<file path="src/rtl/otter_id_ex_stage.sv">
// ID/EX pipeline register of the pipelined OTTER core: captures decoded fields,
// forwards MEM/WB results into the ALU operands and detects load-use hazards.
module otter_id_ex_stage #(
  parameter int XLEN = 32
) (
  input  logic            CLK,
  input  logic            RST,
  input  logic            ID_VALID,
  input  logic [XLEN-1:0] ID_PC,
  input  logic [4:0]      ID_RS1_ADDR,
  input  logic [4:0]      ID_RS2_ADDR,
  input  logic [4:0]      ID_RD_ADDR,
  input  logic [XLEN-1:0] ID_RS1_DATA,
  input  logic [XLEN-1:0] ID_RS2_DATA,
  input  logic [XLEN-1:0] ID_IMM,
  input  logic [3:0]      ID_ALU_FUN,
  input  logic [1:0]      ID_SRCA_SEL,
  input  logic            ID_SRCB_SEL,
  input  logic            ID_REG_WRITE,
  input  logic            ID_MEM_READ,
  input  logic            ID_MEM_WRITE,
  input  logic            FLUSH,
  input  logic [4:0]      MEM_RD_ADDR,
  input  logic            MEM_REG_WRITE,
  input  logic [XLEN-1:0] MEM_ALU_RESULT,
  input  logic [4:0]      WB_RD_ADDR,
  input  logic            WB_REG_WRITE,
  input  logic [XLEN-1:0] WB_DATA,
  output logic            ID_STALL,
  output logic            EX_VALID,
  output logic [XLEN-1:0] ALU_A,
  output logic [XLEN-1:0] ALU_B,
  output logic [3:0]      ALU_FUN,
  output logic [XLEN-1:0] EX_RS2_DATA,
  output logic [XLEN-1:0] EX_PC,
  output logic [4:0]      EX_RD_ADDR,
  output logic            EX_REG_WRITE,
  output logic            EX_MEM_READ,
  output logic            EX_MEM_WRITE
);

  localparam logic [1:0] SRCA_RS1  = 2'd0;
  localparam logic [1:0] SRCA_IMM  = 2'd1;
  localparam logic [1:0] SRCA_PC   = 2'd2;
  localparam logic [1:0] SRCA_RSV  = 2'd3;

  logic            ex_valid_reg;
  logic [XLEN-1:0] ex_pc_reg;
  logic [4:0]      ex_rd_addr_reg;
  logic            ex_reg_write_reg;
  logic            ex_mem_read_reg;
  logic            ex_mem_write_reg;
  logic [3:0]      alu_fun_reg;
  logic [XLEN-1:0] imm_reg;
  logic [1:0]      srca_sel_reg;
  logic            srcb_sel_reg;

  // Index 0 is rs1, index 1 is rs2; both operand paths are identical.
  logic [4:0]      id_src_addr   [2];
  logic [XLEN-1:0] id_src_data   [2];
  logic [XLEN-1:0] src_capture   [2];
  logic [4:0]      src_addr_reg  [2];
  logic [XLEN-1:0] src_data_reg  [2];
  logic [XLEN-1:0] src_fwd       [2];

  logic rs1_used;
  logic rs2_used;
  logic load_use;
  logic load_bubble;

  assign id_src_addr[0] = ID_RS1_ADDR;
  assign id_src_addr[1] = ID_RS2_ADDR;
  assign id_src_data[0] = ID_RS1_DATA;
  assign id_src_data[1] = ID_RS2_DATA;

  // Load-use detection against the instruction currently in EX.
  assign rs1_used = (ID_SRCA_SEL == SRCA_RS1) || (ID_SRCA_SEL == SRCA_RSV);
  assign rs2_used = !ID_SRCB_SEL || ID_MEM_WRITE;

  always_comb begin
    load_use = 1'b0;
    if (ID_VALID && ex_valid_reg && ex_mem_read_reg && (ex_rd_addr_reg != 5'd0)) begin
      if (rs1_used && (ex_rd_addr_reg == ID_RS1_ADDR)) load_use = 1'b1;
      if (rs2_used && (ex_rd_addr_reg == ID_RS2_ADDR)) load_use = 1'b1;
    end
  end

  assign ID_STALL    = load_use;
  assign load_bubble = FLUSH || load_use || !ID_VALID;

  genvar gi;
  generate
    for (gi = 0; gi < 2; gi++) begin : g_src
      // The register file is written on the same edge we read it, so a
      // matching WB write must be taken directly.
      always_comb begin
        src_capture[gi] = id_src_data[gi];
        if (WB_REG_WRITE && (WB_RD_ADDR != 5'd0) && (WB_RD_ADDR == id_src_addr[gi]))
          src_capture[gi] = WB_DATA;
      end

      always_ff @(posedge CLK) begin
        if (RST || load_bubble) begin
          src_addr_reg[gi] <= 5'd0;
          src_data_reg[gi] <= '0;
        end else begin
          src_addr_reg[gi] <= id_src_addr[gi];
          src_data_reg[gi] <= src_capture[gi];
        end
      end

      // MEM is younger than WB, so it wins when both target the same register.
      always_comb begin
        src_fwd[gi] = src_data_reg[gi];
        if (MEM_REG_WRITE && (MEM_RD_ADDR != 5'd0) && (MEM_RD_ADDR == src_addr_reg[gi]))
          src_fwd[gi] = MEM_ALU_RESULT;
        else if (WB_REG_WRITE && (WB_RD_ADDR != 5'd0) && (WB_RD_ADDR == src_addr_reg[gi]))
          src_fwd[gi] = WB_DATA;
      end
    end
  endgenerate

  always_ff @(posedge CLK) begin
    if (RST || load_bubble) begin
      ex_valid_reg     <= 1'b0;
      ex_pc_reg        <= '0;
      ex_rd_addr_reg   <= 5'd0;
      ex_reg_write_reg <= 1'b0;
      ex_mem_read_reg  <= 1'b0;
      ex_mem_write_reg <= 1'b0;
      alu_fun_reg      <= 4'd0;
      imm_reg          <= '0;
      srca_sel_reg     <= 2'd0;
      srcb_sel_reg     <= 1'b0;
    end else begin
      ex_valid_reg     <= 1'b1;
      ex_pc_reg        <= ID_PC;
      ex_rd_addr_reg   <= ID_RD_ADDR;
      ex_reg_write_reg <= ID_REG_WRITE;
      ex_mem_read_reg  <= ID_MEM_READ;
      ex_mem_write_reg <= ID_MEM_WRITE;
      alu_fun_reg      <= ID_ALU_FUN;
      imm_reg          <= ID_IMM;
      srca_sel_reg     <= ID_SRCA_SEL;
      srcb_sel_reg     <= ID_SRCB_SEL;
    end
  end

  always_comb begin
    case (srca_sel_reg)
      SRCA_IMM: ALU_A = imm_reg;
      SRCA_PC:  ALU_A = ex_pc_reg;
      default:  ALU_A = src_fwd[0];
    endcase
  end

  assign ALU_B        = srcb_sel_reg ? imm_reg : src_fwd[1];
  assign EX_RS2_DATA  = src_fwd[1];
  assign EX_VALID     = ex_valid_reg;
  assign ALU_FUN      = alu_fun_reg;
  assign EX_PC        = ex_pc_reg;
  assign EX_RD_ADDR   = ex_rd_addr_reg;
  assign EX_REG_WRITE = ex_reg_write_reg;
  assign EX_MEM_READ  = ex_mem_read_reg;
  assign EX_MEM_WRITE = ex_mem_write_reg;

endmodule

</file>
<file path="config.mk">
export PLATFORM = sky130hd
export DESIGN_NAME = otter_id_ex_stage
export DESIGN_NICKNAME = d
export VERILOG_FILES = /design/src/rtl/otter_id_ex_stage.sv
export SDC_FILE = /design/constraint.sdc
export NUM_CORES = 1
export LEC_CHECK = 0
export ABC_AREA = 1
export BUFFER_PORTS_ARGS = -buffer_cell sky130_fd_sc_hd__buf_2
export CAP_MARGIN = 20
export CORE_AREA = 2 2 147 149
export CTS_CLUSTER_DIAMETER = 30
export DETAILED_ROUTE_END_ITERATION = 8
export DIE_AREA = 0 0 149 151
export PLACE_DENSITY = 0.74
export SYNTH_ARGS = -nofsm -noshare
export SYNTH_HDL_FRONTEND = slang
export SYNTH_SLANG_ARGS = --single-unit
export TNS_END_PERCENT = 20
</file>
<file path="constraint.sdc">
create_clock -name CLK -period 2.4 [get_ports CLK]
set_clock_uncertainty 0.15 [all_clocks]
set_input_delay 0.12 -clock CLK [delete_from_list [all_inputs] [get_ports CLK]]
set_output_delay 0.12 -clock CLK [all_outputs]
set_load 0.01 [all_outputs]
</file>
* Yosys cells after proc, flatten, opt, wreduce, memory -nomap -nowiden
Memory sizes are Yosys's and may differ from the RTL's.
Cells that the tools add are included.
** Storage, ports and cells
- Output and inout port bits :: 142
- Logic and storage cells :: 69
- Register bits after elaboration :: 80
- Bits in writable memories :: 74
- Memories :: 2
- Bits of input ports :: 233
** Cells by class
- Equal/unequal tests :: 11
- Mux-type cells :: 18
- Bitwise gates (word level) :: 4
- Reductions and logical operators :: 24
** Memory list
- src_data_reg :: words 2, width 32, rd ports 2, clocked after Yosys merged registers in 0, wr ports 2, line 63 : logic [XLEN-1:0] src_data_reg [2];
- src_addr_reg :: words 2, width 5, rd ports 2, clocked after Yosys merged registers in 0, wr ports 2, line 62 : logic [4:0] src_addr_reg [2];
** Operator list (count)
- 32-bit two-way mux :: 9
- 32-bit one-hot mux with 2 select lines :: 1
- 5-bit == test :: 8
- 5-bit nonzero test :: 3
- 1-bit logical AND :: 13
- 5-bit two-way mux :: 2
- 1-bit two-way mux :: 6
- 1-bit logical OR :: 5
- 2-bit == test (second input constant) :: 2
- 1-bit bitwise OR :: 4
- 2-bit by 1-bit == test with 1-bit output (second input constant) :: 1
- 1-bit zero test :: 2
- 2-bit zero test :: 1

* Logic depth before layout (Yosys ltp)
Gate-level depths: netlist of the first run.
- Word-level depth :: 12
- Mapped depth :: 12
- Mapped depth without buffers :: 10

* Least setup slack after synthesis of the first run
OpenSTA, ideal clock, no wires.
- Path type :: register -> output
- From :: memory src_addr_reg[1][0]
- To :: output port EX_RS2_DATA[11]
- Cell stages (with the launch flop) :: 7
- Path buffers :: 1
- Slack :: 0.712 ns
- Data arrival time :: 1.418 ns
- Required time :: 2.130 ns
- Path through :: dfxtp_1 -> xnor2_1 -> nand2_1 -> nor3_2 -> clkbuf_1 -> nand3_1 -> and2_1
** RTL lines
- start: declaration :: line 62
- end: declaration :: line 34 : output logic [XLEN-1:0] EX_RS2_DATA,

==> results of run 1 <==
-- cell type report --
cell class | instances | area [µm²]
multi-input cells | 1004 | 4910
well taps | 275 | 344
fillers | 1681 | 6180
clock inverters | 14 | 136
diodes | 4 | 10.0
flip-flops and latches | 154 | 3100
inverters | 239 | 897
clock buffers | 18 | 439
repair buffers | 642 | 4810
-- repair_timing --
item	4_1_cts	5_1_grt
setup endpoints to repair	39	138
pin swaps	1	28
gates resized for setup	4	71
setup buffers	1	10
hold endpoints to repair	153	0
hold buffers	214	0
cloned	0	7
-- critical path: cells and delay by family, from the launching register on --
kind	cells	cell delay, ns
xor gates and xnor gates	1	0.16
buffers and inverters	2	0.33
DFF	1	0.34
and+or+nand+nor	7	0.81
-- cells in the final DEF, fill, tap and decap left out, types with 3 or more instances in the layout --
cell type,netlist,routed
nand2_1,423,417
buf_2,44,370
nand3_1,293,266
inv_1,236,235
dlygate4sd3_1,0,214
nor2_1,166,162
dfxtp_1,154,146
a22o_1,32,32
and2_1,32,30
nand3_2,2,28
clkbuf_16,0,23
buf_4,1,21
buf_12,0,15
buf_6,13,13
xnor2_1,13,12
xor2_1,13,12
dfxtp_2,0,7
nor2_4,0,6
nand2_2,1,6
diode_2,0,4
inv_2,3,4
clkinv_4,0,4
nand2_4,3,3
a21oi_1,3,3
nand4_1,3,3
nor3_4,2,3
o22ai_1,3,3
clkinv_2,0,3
inv_6,0,3
-- cells by family (layout without fill, tap and decap cells) --
group	after synthesis	count (layout)	share of synthesized area, %
simple gates	933	934	44.4
buf+inv	333	913	15.4
flops	154	154	33.8
compound gates	42	42	3.70
xor+xnor	26	26	2.49
fa+ha+maj	2	2	0.274
other cells	0	4	0
-- how the worst min path moves through the flow --
stage	from	to	slack, ns
4_1_cts	ID_VALID	src_addr_reg[1][2]$_SDFF_PP0_	0.17
5_1_grt	ID_VALID	src_addr_reg[1][1]$_SDFF_PP0_	0.22
6_report	ID_VALID	src_addr_reg[1][2]$_SDFF_PP0_	0.17
3_3_place_gp	ID_IMM[8]	imm_reg[8]$_SDFF_PP0_	0.18
2_1_floorplan	ID_ALU_FUN[0]	ALU_FUN[0]$_SDFF_PP0_	0.08
3_5_place_dp	ID_IMM[1]	imm_reg[1]$_SDFF_PP0_	0.19
-- layer usage --
| layer | wire, µm | up-vias |
|---|---|---|
| met5 | 0 | - |
| met4 | 2260 | 0 |
| met3 | 4690 | 201 |
| met2 | 20600 | 892 |
| met1 | 16000 | 5579 |
| li1 | - | 5705 |
-- per-stage QoR --
step                      setup TNS [ns]  cell area [µm²]  power, W  cells
after detailed placement               0            11300   0.00383   2082
after CTS                        -0.0738            14000   0.00677   2329
after floorplan                        0             9130   0.00329   1490
after global routing              -0.647            14600   0.00714   2348
final                                  0            14600   0.00693   2350
after global placement                 0            11300   0.00383   2082
-- synth_stat cells (7+ instances only) --
library cell / count
buf_2: 44
inv_1: 236
xnor2_1: 13
buf_1: 7
and2_1: 32
nand3_1: 293
dfxtp_1: 154
nor2_1: 166
buf_6: 13
a22o_1: 32
clkbuf_1: 29
nand2_1: 423
xor2_1: 13
-- power by group through the flow --
stage	Sequential (W)	Clock [W]	Combinational, W
after floorplan	0.00272	0	0.000573
after global placement	0.00272	0	0.00111
after detailed placement	0.00272	0	0.00111
after CTS	0.00266	0.00271	0.00141
after global routing	0.00267	0.00281	0.00166
final	0.00266	0.00270	0.00156
==> results.py, run 1 <==
metrics = {
    "outcome": {
        "status": "finished clean",
    },
    "run": {
        "maxCapViolations": 0,
    },
    "cts": {
        "cts_max_level": 4,
        "cts_tree": "yes",
        "cts.clk_slew.worst_paths_ns": 0.07,
        "cts_buffers": 17,
        "clk_path_buf_depth": 2,
        "cts-root-buf": "clkbuf_16",
        "clock_latency_ns": 0.43,
        "clock_sinks": 154,
    },
    "sta": {
        "worstMarginPinSlew_ns": 0.508,
        "holdWs_ns": 0.167,
        "hold_viol": 0,
        "rsz0062_at_grt": "yes",
        "setup_viol": 0,
        "min_period_over_period_pct": 98.7,
        "fin_ws_ns": 0.0309,
        "maxSlewHeadroom_pct": 66.2,
        "maxSlewViolCount": 0,
        "max_freq_mhz": 422,
        "min_period_ns": 2.37,
    },
    "layout": {
        "area_delta_synth_final_pct": 60.3,
        "drive_gt1_share_pct": 25.6,
        "final_nets": 2293,
        "largest_register_ffs": 64,
        "fin_util_pct": 70.3,
    },
    "worst_hold_path": {
        "holdPathStages": 6,
        "hold_path.class": "primary input to flop",
    },
    "grt": {
        "grt_pass1_vias": 12139,
        "grt_usage_pct": 35.8,
        "met1_usage_pct": 42.2,
        "grt_pass1_wl_um": 62400,
        "top_usage_layer": "met2",
        "use_met3_pct": 8.52,
        "overflow": 0,
        "grt_max_degree": 63,
        "antenna_found_initial": 2,
        "grt_util_met2_pct": 59.7,
    },
    "power": {
        "pwr-share-clk_pct": 39.0,
        "power_frac_seq_pct": 38.5,
        "intPower_w": 0.00483,
        "comb_power_share_pct": 22.5,
        "ir_drop_mv": 0.428,
        "p_sw_share_pct": 30.3,
        "power_density_mw_per_mm2": 473,
        "power_switching_w": 0.00210,
        "leakagePower_nw": 8.33,
    },
    "floorplanning": {
        "row_count": 53,
        "core_mm2": 0.0208,
        "dieWidth_um": 149,
        "initial_utilization_pct": 43.8,
        "fp.dieH_um": 151,
        "fp.dieArea_mm2": 0.0225,
        "io_pins": 375,
    },
    "synthesis": {
        "synthFlopType": "dfxtp_1",
        "yosys.area.top_type": "dfxtp_1",
        "synth.yosys.seq_area_share_pct": 33.8,
        "synth-edff-count": 0,
        "synth_nets": 1725,
        "ys_types": 32,
        "synthDominantCellAreaShare_pct": 33.8,
        "ys_ff_latch": 154,
        "avgSynthCellArea_um2": 6.13,
        "async_reset_ff_share_pct": 0,
        "synthCells": 1490,
        "synth.area.top_cells": "dfxtp_1, nand2_1, nand3_1",
        "syn_area_mm2": 0.00913,
        "yosysWarnings": 0,
    },
    "detailed_routing": {
        "wl_per_cell_um": 18.5,
        "drt_iter0_drc": 1151,
        "wl_um": 43600,
        "drc": 0,
        "drtPass1Iterations": 6,
        "vias_per_cell": 5.27,
        "ant_nets": 0,
        "vias": 12377,
    },
    "worst_setup_path": {
        "cpPeakStageDelay_ns": 0.34,
        "cp_max_fo": 32,
        "cpMostUsedCell": "nand2_1",
        "cp-end-kind": "primary output",
        "critical_path_required_ns": 2.13,
        "r2r_end": "src_data_reg[1][11]$_SDFF_PP0_",
        "start_kind": "flop",
        "reg2reg_setup_slack_ns": 0.12,
        "path_cells": "xnor2_1 > nand3_1 > nor2_4 > nand2_2 > buf_12 > nand2_1 > nand3_1 > nand2_1 > nand2_1 > buf_2",
        "worst_path_max_delay_cell": "dfxtp_2",
        "worstSetupStartpoint": "src_addr_reg[0][0]$_SDFF_PP0_",
        "reg2regPathDepth": 9,
        "r2r-start": "EX_RD_ADDR[2]$_SDFF_PP0_",
        "cp_data_arrival_time_ns": 2.10,
        "crit_end": "ALU_A[1]",
        "worstSetupPathType": "flop to primary output",
    },
    "placement": {
        "gp_congestion": 0.919,
        "pre_cts_ws_ns": 0.319,
        "dpl.hpwl_um": 26500,
        "io_buffers": 374,
    },
}
No activity file was read; power rests on OpenSTA's default activity.
==> run 2: changes to the inputs <==
- BUFFER_PORTS_ARGS: -buffer_cell sky130_fd_sc_hd__buf_2 -> -buffer_cell sky130_fd_sc_hd__buf_4
==> results.py, run 2 (same netlist as run 1, synthesis figures left out) <==
metrics = {
    "worst_setup_path": {
        "path_cells": "dlygate4sd3_1 > buf_4 > inv_1 > nand2_1 > nand4_1 > nor3_4 > buf_12 > buf_6 > nand3_1 > nand2_1 > dlygate4sd3_1 > inv_1 > nor2_1",
        "cp-end-kind": "flop",
        "cpPeakStageDelay_ns": 0.55,
        "critical_path_required_ns": 2.62,
        "cp_data_arrival_time_ns": 2.59,
        "worstSetupStartpoint": "ID_RS2_ADDR[0]",
        "cp_top_family": "buffers and inverters",
        "worstSetupPathType": "primary input to flop",
        "cp.buffers_inverters": 7,
        "start_kind": "primary input",
        "worst_path_max_delay_cell": "dlygate4sd3_1",
        "r2r-start": "EX_RD_ADDR[3]$_SDFF_PP0_",
        "cp_max_fo": 16,
    },
    "placement": {
        "gp_congestion": 0.929,
        "dpl.hpwl_um": 26800,
        "io_buffers": 374,
        "dp_cells": 2082,
    },
    "layout": {
        "largest_register_ffs": 64,
        "mostFrequentLayoutCells": "nand2_1, buf_4, nand3_1",
        "final_nets": 2293,
        "area_delta_synth_final_pct": 69.4,
        "drive_gt1_share_pct": 25.1,
        "instances_no_fill": 2348,
        "fill_cells": 1576,
        "final_common_cell": "nand2_1",
    },
    "sta": {
        "maxSlewViolCount": 0,
        "maxSlewHeadroom_pct": 64.6,
        "holdWs_ns": 0.142,
        "hold_viol": 0,
        "tns_ns": 0,
        "rsz0062_at_grt": "yes",
        "max_freq_mhz": 421,
        "setup_viol": 0,
        "min_period_over_period_pct": 98.9,
        "worstMarginPinSlew_ns": 0.530,
        "min_period_ns": 2.37,
    },
    "detailed_routing": {
        "ant_nets": 0,
        "wl_um": 43500,
        "vias": 12268,
        "drt_iter0_drc": 1186,
        "drc": 0,
        "wl_per_cell_um": 18.5,
        "drtPass1Iterations": 6,
        "vias_per_cell": 5.22,
    },
    "power": {
        "ir_drop_mv": 0.447,
        "total_power_w": 0.00711,
        "power_density_mw_per_mm2": 460,
        "leakagePower_nw": 8.50,
    },
    "floorplanning": {
        "row_count": 53,
        "fp.dieH_um": 151,
        "dieWidth_um": 149,
        "io_pins": 375,
        "initial_utilization_pct": 43.8,
        "fp.dieArea_mm2": 0.0225,
        "core_mm2": 0.0208,
    },
    "cts": {
        "cts.clk_slew.worst_paths_ns": 0.07,
        "cts-root-buf": "clkbuf_16",
        "clock_latency_ns": 0.43,
        "clock_sinks": 154,
        "cts_max_level": 4,
        "cts_tree": "yes",
        "cts_buffers": 17,
        "clk_path_buf_depth": 2,
    },
    "grt": {
        "grt_pass1_wl_um": 63000,
        "grt_pass1_vias": 12206,
        "grt_usage_pct": 36.2,
        "overflow": 0,
        "antenna_found_initial": 1,
        "grt_max_degree": 105,
    },
    "worst_hold_path": {
        "holdCritStartpoint": "ID_VALID",
        "hold_path.class": "primary input to flop",
    },
    "outcome": {
        "status": "finished clean",
    },
    "run": {
        "maxCapViolations": 0,
    },
}
run 2: per-stage QoR:
stage                     setup slack [ns]  util [%]  instance area [µm²]
after CTS                          0.00487      72.2                15000
after floorplan                      0.712         -                 9130
final                               0.0256      74.3                15500
after global placement               0.363      58.6                12200
after detailed placement             0.307      58.6                12200
after global routing               -0.0736      74.2                15500
run 2: where the power goes:
group	switching, W	internal (W)
clock	0.00121	0.00152
sequential	0.0000401	0.00263
combinational	0.000840	0.000871
total	0.00209	0.00502
run 2: final timing paths:
path	end	slack, ns	cells past startpoint
hold reg to reg	EX_RD_ADDR[2]$_SDFF_PP0_	0.90	7
setup / recovery	src_data_reg[1][26]$_SDFF_PP0_	0.03	13
setup reg to reg	src_data_reg[1][29]$_SDFF_PP0_	0.17	9
hold / removal	EX_RD_ADDR[2]$_SDFF_PP0_	0.14	6
run 2: metal layers:
metal	vias to the layer above	wire, µm	GRT usage [%]
li1	5698	-	-
met1	5619	16300	42.9
met2	784	20900	61.1
met3	167	4330	7.83
met4	0	1950	19.6
met5	-	0	0
run 2: worst register-to-register path, cell delays in order, from the launching register on:
cell and delay, ns:
dfxtp_1 0.44, o21ai_0 0.13, a21oi_1 0.13, nand3_1 0.08, nand2_1 0.07, nand2_1 0.09, nand2_4 0.10, buf_12 0.24
nor2_1 0.11, dlygate4sd3_1 0.55
run 2: layout make-up:
| class | instances | area (µm²) | share of cell area, % |
|---|---|---|---|
| diodes | 3 | 7.51 | 0.0485 |
| clock buffers | 20 | 467 | 3.02 |
| clock inverters | 11 | 110 | 0.712 |
| inverters | 239 | 897 | 5.80 |
| multi-input cells | 1005 | 4920 | 31.8 |
| flip-flops and latches | 154 | 3090 | 20.0 |
| well taps | 275 | 344 | 2.23 |
| repair buffers | 641 | 5620 | 36.4 |
run 2: what timing repair did:
item / CTS / global route
hold buffers: 217 / 0
endpoints found under the hold margin: 153 / 0
pin swaps: 2 / 12
setup endpoints to repair: 42 / 150
gates resized for setup: 5 / 57
setup buffers: 6 / 4
gates cloned: 0 / 5
==> run 3: changes to the inputs <==
- GPL_TIMING_DRIVEN: unset -> 0
- PLACE_DENSITY: 0.74 -> 0.72
==> results.py, run 3 (same netlist as run 1, synthesis figures left out) <==
metrics = {
    "outcome": {
        "status": "finished with violations",
        "violations": "negative setup slack",
    },
    "worst_setup_path": {
        "cp_top_family": "simple AND/OR/NAND/NOR gates",
        "worstSetupPathType": "flop to primary output",
        "path_cells": "xor2_1 > nor2_4 > nand2_4 > buf_4 > nand2_1 > nand3_2 > nand2_1 > nand2_1 > buf_4",
        "worst_path_max_delay_cell": "dfxtp_1",
        "cpPeakStageDelay_ns": 0.35,
        "cp_max_fo": 10,
        "start_kind": "flop",
        "cp-end-kind": "primary output",
        "critical_path_required_ns": 2.13,
        "cpMostUsedCell": "nand2_1",
        "cp_data_arrival_time_ns": 2.16,
        "cp.buffers_inverters": 2,
    },
    "floorplanning": {
        "row_count": 53,
        "io_pins": 375,
        "fp.dieArea_mm2": 0.0225,
        "initial_utilization_pct": 43.8,
        "fp.dieH_um": 151,
        "dieWidth_um": 149,
        "core_mm2": 0.0208,
    },
    "layout": {
        "area_delta_synth_final_pct": 69.6,
        "fill_cells": 1674,
        "stdcell_area_mm2": 0.0155,
        "mostFrequentLayoutCells": "nand2_1, buf_4, nand3_1",
        "drive_gt1_share_pct": 28.3,
        "final_common_cell": "nand2_1",
        "final_nets": 2319,
        "multiInputGateArea_mm2": 0.00500,
        "largest_register_ffs": 64,
        "seq_area_mm2": 0.00310,
        "insertedDiodeCount": 0,
    },
    "detailed_routing": {
        "wl_um": 42600,
        "ant_nets": 0,
        "wl_per_cell_um": 18.0,
        "drt_iter0_drc": 1121,
        "vias": 12040,
        "vias_per_cell": 5.08,
        "drtPass1Iterations": 6,
        "drc": 0,
    },
    "sta": {
        "maxSlewViolCount": 0,
        "tns_ns": -0.0300,
        "min_period_ns": 2.43,
        "max_freq_mhz": 412,
        "worstMarginPinSlew_ns": 0.673,
        "hold_viol": 0,
        "rsz0062_at_grt": "yes",
        "maxSlewHeadroom_pct": 55.1,
        "setup_viol": 1,
        "min_period_over_period_pct": 101,
        "fin_ws_ns": -0.0300,
    },
    "power": {
        "ir_drop_mv": 0.496,
        "power_density_mw_per_mm2": 456,
        "total_power_w": 0.00705,
        "intPower_w": 0.00493,
        "leakagePower_nw": 8.58,
        "power_switching_w": 0.00212,
        "p_sw_share_pct": 30.1,
        "comb_power_share_pct": 23.7,
        "power_frac_seq_pct": 37.8,
        "pwr-share-clk_pct": 38.6,
    },
    "grt": {
        "grt_usage_pct": 35.9,
        "grt_pass1_wl_um": 62100,
        "grt_max_degree": 17,
        "antenna_found_initial": 1,
        "grt_pass1_vias": 11797,
        "overflow": 0,
    },
    "cts": {
        "cts.clk_slew.worst_paths_ns": 0.07,
        "clock_sinks": 154,
        "cts_buffers": 17,
        "cts_max_level": 4,
        "clk_path_buf_depth": 2,
        "clock_latency_ns": 0.44,
        "cts-root-buf": "clkbuf_16",
        "cts_tree": "yes",
    },
    "placement": {
        "gp_congestion": 0.975,
        "dpl.hpwl_um": 29100,
        "pre_cts_ws_ns": 0.00872,
        "place_area_mm2": 0.0123,
        "io_buffers": 371,
    },
    "run": {
        "maxCapViolations": 0,
    },
    "worst_hold_path": {
        "hold_path.class": "primary input to flop",
    },
}
run 3: final timing paths:
path	start	to	slack [ns]	cells after the start
worst max-delay path	src_addr_reg[0][3]$_SDFF_PP0_	ALU_A[25]	-0.03	9
worst max register to register	EX_RD_ADDR[0]$_SDFF_PP0_	EX_VALID$_DFF_P_	0.12	9
worst min-delay path	WB_REG_WRITE	src_data_reg[0][0]$_SDFF_PP0_	0.19	8
worst min register to register	EX_VALID$_DFF_P_	imm_reg[26]$_SDFF_PP0_	1.12	7
run 3: tightest hold or removal path, cell delays in order:
cell and delay [ns]:
buf_4 0.09, nand2_4 0.08, inv_2 0.12, nand2_4 0.11, nand2_1 0.07, nand2_1 0.05, inv_1 0.04, nor2_1 0.04
run 3: final cells by class:
| type | instances | area share, % |
|---|---|---|
| buffer | 92 | 4.34 |
| clock buffer | 18 | 2.84 |
| clock inverter | 13 | 0.857 |
| inverter | 239 | 5.79 |
| multi-input combinational | 1003 | 32.3 |
| sequential | 154 | 20.0 |
| tap | 275 | 2.22 |
| timing repair buffer | 577 | 31.6 |
run 3: timing repair:
| action | CTS | global route |
|---|---|---|
| setup endpoints to repair | 96 | 96 |
| hold endpoints to repair | 153 | 0 |
| cloned | 1 | 3 |
| resized for setup | 61 | 118 |
| buffers inserted | 7 | 8 |
| hold buffers | 187 | 0 |
| pin swaps | 8 | 16 |
run 3: metal layers:
metal / part of all wire [%] / global-route usage, % / routed length, µm
met1: 38 / 42.9 / 16300
met2: 48 / 62.2 / 20500
met5: 0 / 0 / 0
met3: 8.7 / 7.26 / 3720
met4: 4.9 / 16.7 / 2100
run 3: per-stage QoR:
stage | cells | hold slack [ns] | utilization (%)
5_1_grt | 2371 | 0.231 | 74.4
4_1_cts | 2360 | 0.143 | 71.7
2_1_floorplan | 1490 | 0.0822 | -
3_3_place_gp | 2136 | 0.182 | 58.9
6_report | 2371 | 0.188 | 74.4
3_5_place_dp | 2136 | 0.190 | 58.9
run 3: power groups by stage:
stage | Combinational [W] | Sequential, W | Clock, W
6_report | 0.00167 | 0.00266 | 0.00272
4_1_cts | 0.00156 | 0.00266 | 0.00272
3_3_place_gp | 0.00126 | 0.00272 | 0
2_1_floorplan | 0.000573 | 0.00272 | 0
5_1_grt | 0.00178 | 0.00267 | 0.00284
3_5_place_dp | 0.00127 | 0.00272 | 0
